File: src/rtl/split_check_sched_pkg.sv
// Shared types and helpers for the split-constraint checker sequencer.
package split_check_sched_pkg;

    localparam int MAX_SPLITS = 16;
    localparam int MAX_IDX_W  = 4;

    typedef enum logic [1:0] {
        IDLE = 2'd0,
        EVAL = 2'd1,
        DONE = 2'd2
    } sched_state_t;

    typedef struct packed {
        logic                 found;
        logic [MAX_IDX_W-1:0] idx;
    } nsb_t;

    // Lowest set bit of mask at or above 'from'; found=0 if none.
    function automatic nsb_t next_set_bit(
        input logic [MAX_SPLITS-1:0] mask,
        input logic [MAX_IDX_W:0]    from
    );
        nsb_t r;
        r = '0;
        for (int i = MAX_SPLITS - 1; i >= 0; i--) begin
            if (mask[i] && (i >= int'(from))) begin
                r.found = 1'b1;
                r.idx   = MAX_IDX_W'(i);
            end
        end
        return r;
    endfunction

endpackage

File: src/rtl/split_check_sched_stat_cnt.sv
// Saturating statistics counter (pass / fail result tallies).
module split_stat_cnt #(
    parameter int CNT_W = 16
) (
    input  logic             clk,
    input  logic             rst_n,
    input  logic             inc,
    output logic [CNT_W-1:0] cnt
);

    logic [CNT_W-1:0] cnt_q;

    always_ff @(posedge clk or negedge rst_n) begin
        if (!rst_n) begin
            cnt_q <= '0;
        end else if (inc && (cnt_q != '1)) begin
            cnt_q <= cnt_q + 1'b1;
        end
    end

    assign cnt = cnt_q;

endmodule

File: src/rtl/split_check_sched.sv
// Walks the enabled split checkers one per cycle with early exit on the
// first failing split; returns pass/fail plus the failing split index.
module split_check_sched
    import split_check_sched_pkg::*;
#(
    parameter int NUM_SPLITS = 4,
    parameter int VEC_W      = 64,
    parameter int ID_W       = 4,
    parameter int CNT_W      = 16,
    localparam int IDX_W     = $clog2(NUM_SPLITS)
) (
    input  logic                  clk,
    input  logic                  rst_n,
    input  logic                  cand_valid,
    output logic                  cand_ready,
    input  logic [VEC_W-1:0]      cand_data,
    input  logic [ID_W-1:0]       cand_id,
    input  logic [NUM_SPLITS-1:0] split_en,
    output logic [VEC_W-1:0]      eval_vec,
    output logic [IDX_W-1:0]      split_sel,
    input  logic [NUM_SPLITS-1:0] split_x,
    output logic                  res_valid,
    input  logic                  res_ready,
    output logic                  res_pass,
    output logic [ID_W-1:0]       res_id,
    output logic [IDX_W-1:0]      res_fail_idx,
    output logic [CNT_W-1:0]      pass_cnt,
    output logic [CNT_W-1:0]      fail_cnt
);

    sched_state_t          state_q, state_d;
    logic [VEC_W-1:0]      vec_q, vec_d;
    logic [ID_W-1:0]       id_q, id_d;
    logic [NUM_SPLITS-1:0] mask_q, mask_d;
    logic [IDX_W-1:0]      idx_q, idx_d;
    logic                  pass_q, pass_d;
    logic [IDX_W-1:0]      fidx_q, fidx_d;
    logic                  inc_pass, inc_fail;
    nsb_t                  first, nxt;

    always_ff @(posedge clk or negedge rst_n) begin
        if (!rst_n) begin
            state_q <= IDLE;
            vec_q   <= '0;
            id_q    <= '0;
            mask_q  <= '0;
            idx_q   <= '0;
            pass_q  <= 1'b0;
            fidx_q  <= '0;
        end else begin
            state_q <= state_d;
            vec_q   <= vec_d;
            id_q    <= id_d;
            mask_q  <= mask_d;
            idx_q   <= idx_d;
            pass_q  <= pass_d;
            fidx_q  <= fidx_d;
        end
    end

    assign first = next_set_bit(MAX_SPLITS'(split_en), '0);
    assign nxt   = next_set_bit(MAX_SPLITS'(mask_q),
                                (MAX_IDX_W + 1)'(idx_q) + 1'b1);

    always_comb begin
        state_d    = state_q;
        vec_d      = vec_q;
        id_d       = id_q;
        mask_d     = mask_q;
        idx_d      = idx_q;
        pass_d     = pass_q;
        fidx_d     = fidx_q;
        cand_ready = 1'b0;
        res_valid  = 1'b0;
        inc_pass   = 1'b0;
        inc_fail   = 1'b0;
        unique case (state_q)
            IDLE: begin
                cand_ready = 1'b1;
                if (cand_valid) begin
                    vec_d  = cand_data;
                    id_d   = cand_id;
                    mask_d = split_en;
                    fidx_d = '0;
                    if (first.found) begin
                        idx_d   = IDX_W'(first.idx);
                        state_d = EVAL;
                    end else begin
                        pass_d  = 1'b1;
                        state_d = DONE;
                    end
                end
            end
            EVAL: begin
                if (!split_x[idx_q]) begin
                    pass_d  = 1'b0;
                    fidx_d  = idx_q;
                    state_d = DONE;
                end else if (!nxt.found) begin
                    pass_d  = 1'b1;
                    fidx_d  = '0;
                    state_d = DONE;
                end else begin
                    idx_d = IDX_W'(nxt.idx);
                end
            end
            DONE: begin
                res_valid = 1'b1;
                if (res_ready) begin
                    inc_pass = pass_q;
                    inc_fail = !pass_q;
                    state_d  = IDLE;
                end
            end
            default: state_d = IDLE;
        endcase
    end

    assign eval_vec     = vec_q;
    assign split_sel    = idx_q;
    assign res_pass     = pass_q;
    assign res_id       = id_q;
    assign res_fail_idx = fidx_q;

    split_stat_cnt #(.CNT_W(CNT_W)) u_pass_cnt (
        .clk   (clk),
        .rst_n (rst_n),
        .inc   (inc_pass),
        .cnt   (pass_cnt)
    );

    split_stat_cnt #(.CNT_W(CNT_W)) u_fail_cnt (
        .clk   (clk),
        .rst_n (rst_n),
        .inc   (inc_fail),
        .cnt   (fail_cnt)
    );

endmodule

File: config.mk
export PLATFORM = sky130hd
export DESIGN_NAME = split_check_sched
export DESIGN_NICKNAME = d
export VERILOG_FILES = /design/src/rtl/split_check_sched_pkg.sv /design/src/rtl/split_check_sched_stat_cnt.sv /design/src/rtl/split_check_sched.sv
export SDC_FILE = /design/constraint.sdc
export NUM_CORES = 1
export LEC_CHECK = 0
export CAP_MARGIN = 20
export CORE_ASPECT_RATIO = 0.5
export CORE_MARGIN = 10
export CORE_UTILIZATION = 44
export CTS_CLUSTER_DIAMETER = 80
export DETAILED_ROUTE_END_ITERATION = 6
export MAX_ROUTING_LAYER = met4
export PLACE_DENSITY = 0.84
export SYNTH_ARGS = -nofsm -noshare
export SYNTH_HDL_FRONTEND = slang
export SYNTH_SLANG_ARGS = --single-unit
File: constraint.sdc
create_clock -name clk -period 2 [get_ports clk]
set_input_delay 0.4 -clock clk [delete_from_list [all_inputs] [get_ports clk]]
set_output_delay 0.4 -clock clk [all_outputs]
set_load 0.01 [all_outputs]
---- Word-level counts from Yosys, hierarchy flattened ----
Cells that the tools add are included.
word-level totals
  output and inout port bits .............. 107
  bits in registers ....................... 111
  logic and storage cells ................. 78
operators by class
  equality and inequality tests ........... 11
  magnitude comparators ................... 5
  mux-type cells .......................... 36
  reductions and logical operators ........ 14
  $add $sub $neg .......................... 3
operator list
  operator                 number
  $mux W5                  8
  $add A16 B1 Y16 const B  2
  $ne A16 B16 Y1 const B   2
  $mux W2                  12
  $ne A2 B2 Y1 const B     6
  $mux W1                  11
  $pmux W2 S2              2
  $ge A1 B3 Y1 const A     2
  $ge A2 B3 Y1 const A     2
  $logic_and A1 B1 Y1      6
  $pmux W2 S3              1
  $reduce_and A3 Y1        2
  $reduce_and A5 Y1        1
  $reduce_and A4 Y1        1
  $add A2 B1 Y3 const B    1
  $lt A2 B3 Y1 const B     1
  $ne A3 B3 Y1 const B     1
  $bmux W1 S2              1
  $eq A2 B1 Y1 const B     1
  $eq A2 B2 Y1 const B     1
  $logic_not A2 Y1         1
  $pmux W1 S2              1
  $reduce_and A2 Y1        1
  $reduce_bool A2 Y1       1
  $logic_not A1 Y1         1

---- Longest topological paths before layout ----
Gate-level depths: netlist of run 1.
  depth after elaboration ................. 10
  gate-level depth with buffers ........... 6
  mapped depth without buffers ............ 5

---- Modules after synthesis ----
Synthesis of run 1 repeated with hierarchy kept, for this count alone.
unflattened totals
  cells, all modules ...................... 500
  area, all modules ....................... 4885.9 um2
by module, submodules not included
  module             area each (um2)  instances  cells an instance
  split_check_sched  3166.8           1          356
  split_stat_cnt     859.6            2          72

---- Worst setup path before layout of run 1 ----
Ideal clock, no wire load.
  kind .................................... register to register
  from .................................... register idx_q[0], in the netlist split_sel[0]
  to ...................................... register idx_q[0], in the netlist split_sel[0]
  stages on the path, launching flop included .. 6
  clock period less this slack ............ 1.829 ns
  path slack .............................. 0.171 ns
  arrival ................................. 1.704 ns
  data required time ...................... 1.875 ns
  path through ............................ dfrtp_1 > buf_6 > mux4_2 > or2_1 > o221ai_2 > mux2_2
between the ends
  word-level cells in the longest chain between the ends .. 10
  elaborated cells on any way between the ends .. 21
  those cells by class .................... add/sub: 1; order compare: 4; eq/ne: 2; mux: 9; reduce/logical: 5
RTL lines
  what                    line                         RTL
  from (decl)             split_check_sched.sv:35      logic [IDX_W-1:0] idx_q, idx_d;
  from (signal assigned)  split_check_sched.sv:55      idx_q <= idx_d;
  $add A2 B1 Y3           split_check_sched.sv:63      (MAX_IDX_W + 1)'(idx_q) + 1'b1);
  $ge A2 B3 Y1            split_check_sched_pkg.sv:26  if (mask[i] && (i >= int'(from))) begin
  $logic_and A1 B1 Y1     split_check_sched_pkg.sv:26
  $mux W5 (4 in series)   split_check_sched_pkg.sv:26
  $mux W2                 split_check_sched.sv:99      end else if (!nxt.found) begin
  $mux W2                 split_check_sched.sv:95      if (!split_x[idx_q]) begin
  $pmux W2 S2             split_check_sched.sv:77      unique case (state_q)
Several ways; a longest one is shown, not always the timed one. The select of a mux whose other input is x is not followed.
A chain may end at the register's enable or synchronous reset.

---- Worst setup path in the final report of run 1 ----
  from .................................... register idx_q[0], in the netlist split_sel[0]
  to ...................................... output split_sel[0]
RTL lines
  what       line                     RTL
  to (decl)  split_check_sched.sv:20  output logic [IDX_W-1:0] split_sel,
No word-level cell between the ends.

==> results of run 1 <==
[registers in the layout, summed over array words and instances (netlist names)]
| name | flops |
|---|---|
| res_id | 4 |
| mask_q | 3 |
| split_sel | 2 |
| u_pass_cnt.cnt | 16 |
| state_q | 2 |
| u_fail_cnt.cnt | 16 |
| eval_vec | 64 |
| res_pass | 1 |
| res_fail_idx | 2 |
[path summary, 6_finish.rpt]
check,startpoint,to,cells past startpoint
min in group clk,u_fail_cnt.cnt[14],u_fail_cnt.cnt[14],1
hold / removal,rst_n,eval_vec[27],1
setup reg to reg,u_fail_cnt.cnt[0],u_fail_cnt.cnt[1],5
max in group asynchronous,rst_n,eval_vec[26],2
setup / recovery,split_sel[0],split_sel[0],2
hold reg to reg,u_fail_cnt.cnt[14],u_fail_cnt.cnt[14],1
[routing by layer]
metal / global-route usage / vias to the layer above / routed length (um)
met5: - / - / 0
met4: 0.04433 / 0 / 193
met3: 0.03509 / 12 / 567
met2: 0.3171 / 91 / 7338
met1: 0.1897 / 1727 / 5299
li1: - / 1689 / -
[cell families after synthesis]
group | after synthesis
buffers and inverters | 16
muxes | 77
adders and majority gates | 2
AOI/OAI and AO/OA | 30
xor gates and xnor gates | 29
DFF | 110
and+or+nand+nor | 86
[report_power, final]
part | internal (W) | total, W | switching [W]
Clock | 0.000898 | 0.00173 | 0.000834
Sequential | 0.00310 | 0.00367 | 0.000569
Combinational | 0.00267 | 0.00432 | 0.00165
[placed cells by master (no fill, tap or decap), types with 2 or more instances in the layout]
cell type / count
clkdlybuf4s50_1: 183
a21oi_1: 6
and2_1: 2
clkbuf_16: 9
nand2_1: 12
nand2b_1: 2
clkinvlp_4: 2
buf_4: 20
inv_1: 5
and4_1: 2
nand4_1: 9
nor3_1: 9
or3_1: 2
nor4b_1: 2
nor4_1: 4
buf_12: 4
nor3b_1: 2
mux2_2: 74
xor2_1: 13
dfrtp_1: 108
nand3_1: 7
o211ai_1: 5
xnor2_1: 16
nor2_1: 14
inv_6: 4
o21ai_0: 6
dfrtp_2: 2
o21bai_1: 2
ha_1: 2
nor2b_1: 3
o2111ai_1: 3
and3_1: 3
[cell type report]
type                       count  share of cell area
sequential                   110              0.3806
timing repair buffer         209              0.2878
multi-input combinational    224              0.2650
clock buffer                  10             0.03301
tap                          140             0.02420
clock inverter                 6            0.006913
inverter                       5            0.002592
[per-stage QoR]
stage               area (um^2)  instances
finish                     7239        704
global placement           6947        688
floorplan                  4747        350
detailed placement         6947        688
CTS                        7237        704
global route               7239        704
[worst max-delay path, stage by stage, from the launching register on]
cell	delay, ps
dfrtp_1	380
buf_4	180
clkdlybuf4s50_1	550
==> qor.txt, run 1 <==
Critical Path Fanout Max: 9
LEAKAGE: 3.055 nW
Antenna Diode Count: 0
final setup fails: 0
Nets: 641
vias in the first global route: 3829
cell area after synthesis: 4747 um^2
Slew @ Worst Pin: 527.3 ps
share of cells above drive strength 1: 0.2287
FP Rows: 26
Synth Area in Adders: 0.005271
CTS tree: done
maximum buffer depth of the clock tree: 2
Setup TNS Final: 0 ps
unrepaired setup endpoints after global routing: false
final worst-path cycle share: 0.9246
Worst setup SP type: register
via count: 3519
Starting Density: 0.4574
Compound-Gate Fraction of Synth Area: 0.04507
post-route ant nets: 0
min Tclk post-route: 1849 ps
R2R setup slack: 220 ps
register area: 2755 um^2
vias per inst: 4.999
Congestion Overflow GR: 0
pre-CTS WS: -169.6 ps
PwrDens: 1342 nW/um^2
Setup CP Type: register to primary output
largest family of logic cells by synthesized area: multiplexers
Tot Pwr: 0.009719 W
Ys Warns: 0
Gate Count Post-Synth: 350
share of flip-flops with an asynchronous set or reset: 1.000
hold_ws: 14.55 ps
CTS Buf Count: 9
die width: 166.9 um
Yosys top cell area share: 0.5799
status: finished, final reports clean
multiplexer share of the synthesized area: 0.1856
Total GRT Usage: 0.1726
area grow syn2layout: 52.50%
largest cells by area after synthesis: dfrtp_1, mux2_2, xnor2_1, xor2_1, nand4_1
final hold viol count: 0
top_reg_cell synth: dfrtp_1
clock latency on the worst-skew pair: 340 ps
Highest Clock Rate: 540.8 MHz
RePlAce Congestion: 0.8653
Core ar.: 10380 um^2
Post-route DRC: 0
Max rail drop VDD: 0.5949 mV
Arr. time, crit path: 1450 ps
Layout Utilization: 0.6976
most frequent cell after synthesis: dfrtp_1
crit end category: primary output
clk slew on worst S/H paths: 70 ps
Setup Fix Bufs, Post-CTS: 0
DR pass1 iterations: 4
Synth area leader: dfrtp_1
Die ar.: 15600 um^2
HP Class: input pin to async pin
Final Max Tran Viols: 0
most common library cells after synthesis: dfrtp_1, mux2_2, xnor2_1, nor2_1, xor2_1
DRT iter0 DRCs: 139
Die Y: 93.45 um
port bufs: 186
first-pass GRT wire length: 21110 um
fillcell total: 764
Post-Syn Nets: 432
Synth Area in Simple Gates: 0.1144
sequential area share after synthesis: 0.5799
flops & latches, synth: 110
Post-synth EDFFs: 0
XOR/XNOR Fraction of Synth Area: 0.05351
post-synth cell types: 51
Setup WS post-layout: 150.8 ps
detailed placement HPWL: 10600 um
Post-Route WL: 13400 um
Rel. slew slack: 0.6447
multi-input logic area: 1918 um^2
CP Data Required Time: 1600 ps
initial antenna violation count: 0
Avg WL per Cell: 19.03 um
post-CTS resize count: 3
clock sink total: 110
clk_skew: 7.909 ps
Post-CTS Hold Fix Bufs: 0
Syn Area/Cell: 13.56 um^2
largest net degree at the start of global routing: 42
clk root buf: clkbuf_16
IO Count: 187
H-tree level count: 3
max-cap violations: 0
No activity file was read; power rests on OpenSTA's default activity.
==> run 2: changes to the inputs <==
--- a/config.mk
+++ b/config.mk
@@ -5,7 +5,6 @@
 export SDC_FILE = /design/constraint.sdc
 export NUM_CORES = 1
 export LEC_CHECK = 0
-export CAP_MARGIN = 20
 export CORE_ASPECT_RATIO = 0.5
 export CORE_MARGIN = 10
 export CORE_UTILIZATION = 44
==> results of run 2 <==
No change in the layout: final DEF, timing and power equal those of run 1.
